[src/rtl/code_patch_unit.sv]
// ROM code-patch unit: programmable address/data patch entries that are compared
// against every fetch address. On a match the patch data replaces the ROM data on
// the registered output one cycle later. A lock FSM freezes the configuration,
// and a saturating counter tracks the number of patched fetches.
module code_patch_unit #(
  parameter int ADDR_WIDTH          = 32,
  parameter int DATA_WIDTH          = 12,
  parameter int NUM_REGS            = 21,
  parameter int CNT_WIDTH           = 16,
  parameter int SUB_REGS_DATA_WIDTH = (ADDR_WIDTH > DATA_WIDTH) ? ADDR_WIDTH : DATA_WIDTH,
  localparam int IDX_W              = (NUM_REGS > 1) ? $clog2(NUM_REGS) : 1
) (
  input  logic                           clk_i,
  input  logic                           rst_ni,
  input  logic                           cfg_we_i,
  input  logic [IDX_W-1:0]               cfg_idx_i,
  input  logic [1:0]                     cfg_sel_i,
  input  logic [SUB_REGS_DATA_WIDTH-1:0] cfg_wdata_i,
  input  logic                           cfg_lock_i,
  input  logic                           cfg_pat_gen_i,
  input  logic                           si_valid_i,
  input  logic [ADDR_WIDTH-1:0]          si_addr_i,
  input  logic [DATA_WIDTH-1:0]          si_rdata_i,
  output logic                           so_valid_o,
  output logic [DATA_WIDTH-1:0]          so_rdata_o,
  output logic                           so_hit_o,
  output logic [IDX_W-1:0]               so_idx_o,
  output logic                           nopg_o,
  output logic [CNT_WIDTH-1:0]           hit_cnt_o,
  output logic                           cfg_locked_o,
  output logic                           cfg_err_o
);

  typedef enum logic {
    UNLOCKED = 1'b0,
    LOCKED   = 1'b1
  } lock_state_t;

  localparam logic [1:0] SEL_ADDR = 2'b00;
  localparam logic [1:0] SEL_DATA = 2'b01;
  localparam logic [1:0] SEL_EN   = 2'b10;
  localparam logic [1:0] SEL_RSVD = 2'b11;

  lock_state_t state, state_next;

  logic [ADDR_WIDTH-1:0] entry_addr [NUM_REGS];
  logic [DATA_WIDTH-1:0] entry_data [NUM_REGS];
  logic [NUM_REGS-1:0]   entry_en;
  logic [NUM_REGS-1:0]   match;

  logic                  idx_in_range;
  logic                  wr_ok;
  logic                  wr_err;
  logic                  any_match;
  logic [IDX_W-1:0]      match_idx;
  logic                  hit;

  // Widen by one bit so the range check cannot overflow when NUM_REGS is a power of two.
  assign idx_in_range = ({1'b0, cfg_idx_i} < (IDX_W + 1)'(NUM_REGS));

  // A write lands only while unlocked, in range and with a defined selector.
  assign wr_ok  = cfg_we_i && (state == UNLOCKED) && idx_in_range && (cfg_sel_i != SEL_RSVD);
  assign wr_err = cfg_we_i && !wr_ok;

  // Lock state register; only reset leaves LOCKED.
  always_ff @(posedge clk_i or negedge rst_ni) begin
    if (!rst_ni) state <= UNLOCKED;
    else         state <= state_next;
  end

  // Lock next-state: a level on cfg_lock_i locks from the following cycle.
  always_comb begin
    state_next = state;
    if (state == UNLOCKED && cfg_lock_i) state_next = LOCKED;
  end

  assign cfg_locked_o = (state == LOCKED);

  genvar gi;
  generate
    for (gi = 0; gi < NUM_REGS; gi++) begin : g_entry
      logic sel_this;
      assign sel_this = wr_ok && (cfg_idx_i == IDX_W'(gi));

      // Entry storage; a write at edge N is visible to fetches sampled from N+1.
      always_ff @(posedge clk_i or negedge rst_ni) begin
        if (!rst_ni) begin
          entry_addr[gi] <= '0;
          entry_data[gi] <= '0;
          entry_en[gi]   <= 1'b0;
        end else if (sel_this) begin
          case (cfg_sel_i)
            SEL_ADDR: entry_addr[gi] <= cfg_wdata_i[ADDR_WIDTH-1:0];
            SEL_DATA: entry_data[gi] <= cfg_wdata_i[DATA_WIDTH-1:0];
            SEL_EN:   entry_en[gi]   <= cfg_wdata_i[0];
            default:  ;
          endcase
        end
      end

      assign match[gi] = entry_en[gi] && (entry_addr[gi] == si_addr_i);
    end
  endgenerate

  // Priority encoder: scanning downward leaves the lowest matching index.
  always_comb begin
    any_match = 1'b0;
    match_idx = '0;
    for (int i = NUM_REGS - 1; i >= 0; i--) begin
      if (match[i]) begin
        any_match = 1'b1;
        match_idx = IDX_W'(i);
      end
    end
  end

  assign hit = cfg_pat_gen_i && si_valid_i && any_match;

  // Output stage: payload updates only on a valid fetch and holds otherwise.
  always_ff @(posedge clk_i or negedge rst_ni) begin
    if (!rst_ni) begin
      so_valid_o <= 1'b0;
      so_rdata_o <= '0;
      so_hit_o   <= 1'b0;
      so_idx_o   <= '0;
      nopg_o     <= 1'b1;
    end else begin
      so_valid_o <= si_valid_i;
      if (si_valid_i) begin
        so_rdata_o <= hit ? entry_data[match_idx] : si_rdata_i;
        so_hit_o   <= hit;
        so_idx_o   <= hit ? match_idx : '0;
        nopg_o     <= !hit;
      end
    end
  end

  // Saturating hit counter; it sticks at all-ones instead of wrapping.
  always_ff @(posedge clk_i or negedge rst_ni) begin
    if (!rst_ni)                                   hit_cnt_o <= '0;
    else if (hit && (hit_cnt_o != {CNT_WIDTH{1'b1}})) hit_cnt_o <= hit_cnt_o + 1'b1;
  end

  // Rejected-write pulse, one cycle after the offending write.
  always_ff @(posedge clk_i or negedge rst_ni) begin
    if (!rst_ni) cfg_err_o <= 1'b0;
    else         cfg_err_o <= wr_err;
  end

endmodule

[config.mk]
export PLATFORM = sky130hd
export DESIGN_NAME = code_patch_unit
export DESIGN_NICKNAME = d
export VERILOG_FILES = /design/src/rtl/code_patch_unit.sv
export SDC_FILE = /design/constraint.sdc
export NUM_CORES = 2
export LEC_CHECK = 0
export CAP_MARGIN = 20
export CORE_ASPECT_RATIO = 1.25
export CORE_MARGIN = 1
export CORE_UTILIZATION = 30
export DETAILED_ROUTE_END_ITERATION = 16
export GPL_TIMING_DRIVEN = 1
export HOLD_SLACK_MARGIN = 0.05
export PLACE_DENSITY = 0.42
export SLEW_MARGIN = 20
export SYNTH_ARGS = -nofsm -noshare
export SYNTH_HDL_FRONTEND = slang
export SYNTH_SLANG_ARGS = --single-unit
[constraint.sdc]
create_clock -name clk_i -period 7 [get_ports clk_i]
set_input_delay 1.05 -clock clk_i [delete_from_list [all_inputs] [get_ports clk_i]]
set_output_delay 1.05 -clock clk_i [all_outputs]
set_load 0.05 [all_outputs]
**Word-level counts from Yosys, hierarchy flattened**

Cells that the tools add are included.

- Register bits after elaboration: 983
- Word-level logic and storage cells: 285
- Output and inout bits: 38
- Bits of input ports: 89

- Eq/ne operators: 45
- Reductions and logical operators: 117
- $lt $le $gt $ge: 2
- Add/subtract/negate cells: 1
- Mux-type cells: 47
- Bitwise operators: 2

Operators by type and width:

| operator | count |
|---|---|
| $eq A32 B32 Y1 | 21 |
| $reduce_and A2 Y1 | 63 |
| $mux W5 | 22 |
| $bmux W12 S5 | 1 |
| $logic_and A1 B1 Y1 | 50 |
| $eq A5 B4 Y1 const B | 8 |
| $mux W12 | 3 |
| $eq A5 B5 Y1 const B | 5 |
| $mux W1 | 21 |
| $eq A5 B3 Y1 const B | 4 |
| $add A16 B1 Y16 const B | 1 |
| $ne A16 B16 Y1 const B | 1 |
| $eq A5 B2 Y1 const B | 2 |
| $ge A6 B6 Y1 const B | 1 |
| $not A5 Y6 | 1 |
| $eq A5 B1 Y1 const B | 1 |
| $logic_not A5 Y1 | 1 |
| $lt A5 B5 Y1 const B | 1 |
| $eq A2 B1 Y1 const B | 1 |
| $eq A2 B2 Y1 const B | 1 |
| $logic_not A1 Y1 | 2 |
| $logic_not A2 Y1 | 1 |
| $ne A2 B2 Y1 const B | 1 |
| $not A1 Y1 | 1 |

**Depth between registers and ports, before layout**

- Word-level depth: 28
- Gate-level depth with buffers: 17
- Depth with buffers taken out: 11

**Least setup slack after synthesis**

Ideal clock, no wire load.

- Path type: input to register
- From: in si_addr_i[17]
- To: reg so_rdata_o[7]
- Arrival: 4.072 ns
- Slack: 2.799 ns
- Data required time: 6.871 ns
- Setup time: 0.129 ns
- Buffers on the path: 6
- Cell stages on the path: 16
- Cell sequence: buf_2 buf_2 xor2_1 nor4_1 nand2_1 nor4_1 nand2_1 a31o_2 buf_4 o221ai_2 buf_2 buf_4 clkbuf_1 a21oi_1 o2111ai_1 nand3_1

- Word-level cells in the longest chain between the ends: 28
- Elaborated cells between the ends (all ways): 90
- Those cells by class: eq/ne: 21; mux: 46; bitwise: 1; reduce/logical: 22

RTL lines:

| element | RTL line | text |
|---|---|---|
| start: declaration | 22 | `input logic [ADDR_WIDTH-1:0] si_addr_i,` |
| $eq A32 B32 Y1 | 101 | `assign match[gi] = entry_en[gi] && (entry_addr[gi] == si_addr_i);` |
| $logic_and A1 B1 Y1 | 101 |  |
| $mux W5 (21 in a row) | 110 | `if (match[i]) begin` |
| $not A5 Y6 (implied by the code) | 130 | `so_rdata_o <= hit ? entry_data[match_idx] : si_rdata_i;` |
| $bmux W12 S5 | 130 |  |
| $mux W12 (implied by the code) (2 in a row) | 130 |  |
| $mux W12 * | 130 |  |
| end signal: assignment | 130 |  |
| end: declaration | 25 | `output logic [DATA_WIDTH-1:0] so_rdata_o,` |

Mark *: on every way between the ends. The rest lies on a longest branch, timed or not. The select of a mux whose other input is x is not followed.
A chain may end at the register's enable or synchronous reset.

**Final worst setup path**

- From: in si_addr_i[31]
- To: reg so_rdata_o[9]

Same word-level chain as after synthesis.

==> impl.org <==
** Power and ir drop
- Int Pwr :: 9.56 mW
- Combinational logic burns 7.9% of the power.
- Peak supply drop :: 0.203 mV
- Leak :: 27.7 nW
- Sw Pwr :: 3.38 mW
- Overall power :: 12.9 mW
- For this design the ratio of total power to cell area is 225 nW/um^2.
- Net switching share of the total power :: 26.1%
- Proportion of power drawn by the clock network :: 47.9%
- Flop pwr share :: 44.3%

** Clock tree
- After clock tree synthesis, the repair step resized 0 gates.
- Clock tree from TritonCTS :: yes
- Hold_buf cts :: 0
- The tree is rooted in a clkbuf_16.
- Cts bufs inserted :: 113
- Count of clock tree sinks :: 983
- The later pin in the worst-skew pair is clocked with a latency of 0.77 ns.
- H-tree level count :: 3
- In this run the deepest clock path goes through 3 buffers.
- Post-CTS setup buffer count :: 0
- Worst-path clk slew :: 0.06 ns

** Floorplan
- Std-Cell Rows :: 166
- The die is 366 um wide.
- Effective utilization at floorplan :: 30.3%
- From bottom edge to top edge, the die measures 458 um.
- Num ports :: 127
- Floorplan die area :: 168,000 sq um
- The floorplan step defined a core boundary enclosing 164,000 sq um.

** Logic synthesis
- For this run, the leading register cell type out of synthesis is dfrtp_1.
- Mean post-synth cell area :: 12.4 sq um
- Top cell type's share of synthesized area :: 49.3%
- Number of cells produced by synthesis :: 4,012
- Synthesis Warnings :: 0
- Fraction of the yosys area taken by sequential cells :: 49.4%
- Cell area after technology mapping :: 49,800 sq um
- Seq cells post-synth :: 983
- Cell type with the highest aggregate area in the netlist :: dfrtp_1
- Main area contributors after synthesis :: dfrtp_1 49%, mux2_2 22%, xor2_1 9.6%
- Counting flops with an async set or reset pin after synthesis yields a share of 100%.
- The number of different library cells used by synthesis comes to 79.
- Net count of the mapped netlist :: 4,102
- The synthesized design contains 0 enable-type register cells.

** Worst setup path
- Data on the critical path is required at its endpoint by 7.68 ns.
- Worst Reg-to-Reg Cells :: 12
- The worst setup path is launched from an input port.
- Along the worst path, the maximum fanout reaches 47.
- Reg-to-reg setup timing slack :: 2.38 ns
- CP Capture Type :: flop
- Among all stages on the critical path, the largest delay is contributed by buf_2.
- On the worst path, the slowest cell contributes a delay of 0.76 ns.
- Reg-to-Reg End :: so_rdata_o[3]
- Worst setup startpoint :: si_addr_i[31]
- Crit Reg-Reg Startpoint :: entry_addr[162]
- WP data arrival :: 6.07 ns
- Setup Crit Path Kind :: in -> reg
- Critical-path cell list :: buf_2 -> buf_4 -> xor2_1 -> nor4_1 -> nand3_1 -> or4_1 -> a211oi_1 -> o221ai_1 -> a21oi_4 -> buf_12 -> mux2_2 -> o21ai_0 -> o21a_1
- Destination of the critical timing path :: so_rdata_o[9]

** GRT
- Initial antenna violation count :: 33
- The via count of the first global-routing pass came to 35,044.
- First-pass GRT wire length :: 284,000 um
- Remaining global-route overflow :: 0
- Aggregate global-route resource usage :: 24.0%
- Entering global routing, the biggest net connects 136 pins.

** STA
- Final setup fails :: 0
- In this run the tightest slew margin relative to its limit is 21.3%.
- The tightest hold path in the finished design has a slack of 0.373 ns.
- At the pin with the least slew margin, the transition time is 1.18 ns.
- Final Skew :: 0.0450 ns
- Setup repair after global routing left no endpoint under its margin.
- Highest achievable clock rate :: 185 MHz
- Final count of pins violating max slew :: 0
- Summed over all failing endpoints, the final setup total negative slack is 0 ns.
- Min Tclk post-route :: 5.39 ns
- Final-report hold violation count :: 0
- Post-route clock period utilization :: 77.1%
- Post-layout worst setup margin :: 1.61 ns

** Layout
- Registers take 24,600 sq um.
- Filler cell count in the final layout :: 16,246
- The final layout contains 4,229 nets.
- Top library cells by usage in the layout, fill and taps aside :: 982 x dfrtp_1, 971 x mux2_2, 547 x xor2_1, 246 x nor4_1, 164 x buf_4
- After routing the design area is 57,600 sq um.
- The library cell used most frequently in the layout, excluding fill and tap cells, is dfrtp_1.
- In the final layout, the share of cells above drive strength 1 is 34.0%.
- Once layout is complete, the utilization of the core stands at 35.1%.
- In the final layout, the multi-input gates occupy 23,900 sq um.
- Area growth from synthesis to layout :: 15.7%
- Excluding fillers, the count of instances in the completed layout stands at 6,424.

** Route
- The detail route stage leaves a number of antenna-violating nets equal to 0.
- In the final routed layout, each cell accounts on average for 31.5 um.
- After the first detailed-routing iteration, the DRC count stood at 2,676.
- Count of unresolved DRC violations after routing :: 0
- Total wire length after detailed routing :: 203,000 um
- Average via count per standard cell :: 5.36
- Summing over every cut layer, the via total after detailed routing is 34,462.
- DRT Pass-1 Iters :: 5

** Placement
- Detailed placer's ending HPWL :: 131,000 um
- Pre-CTS setup slack :: 0.909 ns
- Post-Place Cells :: 6,206
- Quantity of I/O buffers inserted on ports :: 126
- Final GP Congestion :: 0.891
- Once placement finished, the instance area stood at 53,700 sq um.

** Run status
- The flow ran to the end, and the final reports show no timing, DRC or antenna violations.

** Run
- Max capacitance violation total :: 0

** Worst hold path
- In this run the worst hold path is classified as in -> async.
## sequential cells by signal, indices dropped and copies added, names as in the netlist, 5 cells and up
name        flops
entry_addr    672
so_rdata_o     12
hit_cnt_o      16
entry_data    252
entry_en       21
so_idx_o        5
## cell type report
type,count,share of cell area (%)
sequential,983,42.7
multi-input combinational,2718,41.5
clock buffer,166,5.74
tap,2184,4.74
timing repair buffer,303,4.30
clock inverter,35,0.845
inverter,20,0.130
antenna,15,0.0652
## Yosys cell counts, types with 40 or more instances
library cell / n
xor2_1: 547
mux2_2: 971
mux2i_1: 81
nand4_1: 74
xnor2_1: 139
nor4_1: 250
nand3_1: 84
a21oi_1: 40
nor2_1: 74
dfrtp_1: 982
clkbuf_1: 167
nor3_1: 46
nand2_1: 107
## metal layers
| metal | wire [um] | track usage (%) |
|---|---|---|
| met5 | 0 | 0 |
| met1 | 90400 | 33.1 |
| met2 | 96900 | 39.7 |
| met4 | 6010 | 7.20 |
| met3 | 9270 | 2.30 |
## power by group through the flow
stage / Combinational, mW / Sequential [mW] / Clock [mW]
floorplan: 0.399 / 5.84 / 0
global placement: 1.03 / 5.83 / 0
detailed placement: 1.02 / 5.83 / 0
CTS: 1.03 / 5.72 / 6.36
global route: 1.07 / 5.72 / 6.56
finish: 1.02 / 5.73 / 6.19
## worst min-delay path by stage
stage | start | end | slack, ns | cells after the start
floorplan | entry_data[205] | entry_data[205] | 0.47 | 1
finish | rst_ni | entry_data[139] | 0.37 | 1
CTS | rst_ni | entry_data[103] | 0.35 | 1
global route | rst_ni | entry_data[152] | 0.40 | 1
detailed placement | so_idx_o[2] | so_idx_o[2] | 0.47 | 1
global placement | nopg_o | nopg_o | 0.48 | 2
## kinds of logic after synthesis
logic type               synth area share [%]
AND/OR/NAND/NOR                          9.10
XOR/XNOR                                 12.1
buffers and inverters                    2.94
multiplexers                             23.6
adder cells (fa/ha/maj)                0.0251
AO/OA/AOI/OAI                            2.90
flip-flops                               49.4
## critical path: cells and delay by family
family,cells,cell delay [ns]
muxes,1,0.39
xor gates and xnor gates,1,0.11
and+or+nand+nor,3,1.05
buffers and inverters,3,1.43
AOI/OAI and AO/OA,5,2.00
Power figures use the tool's default switching activity.
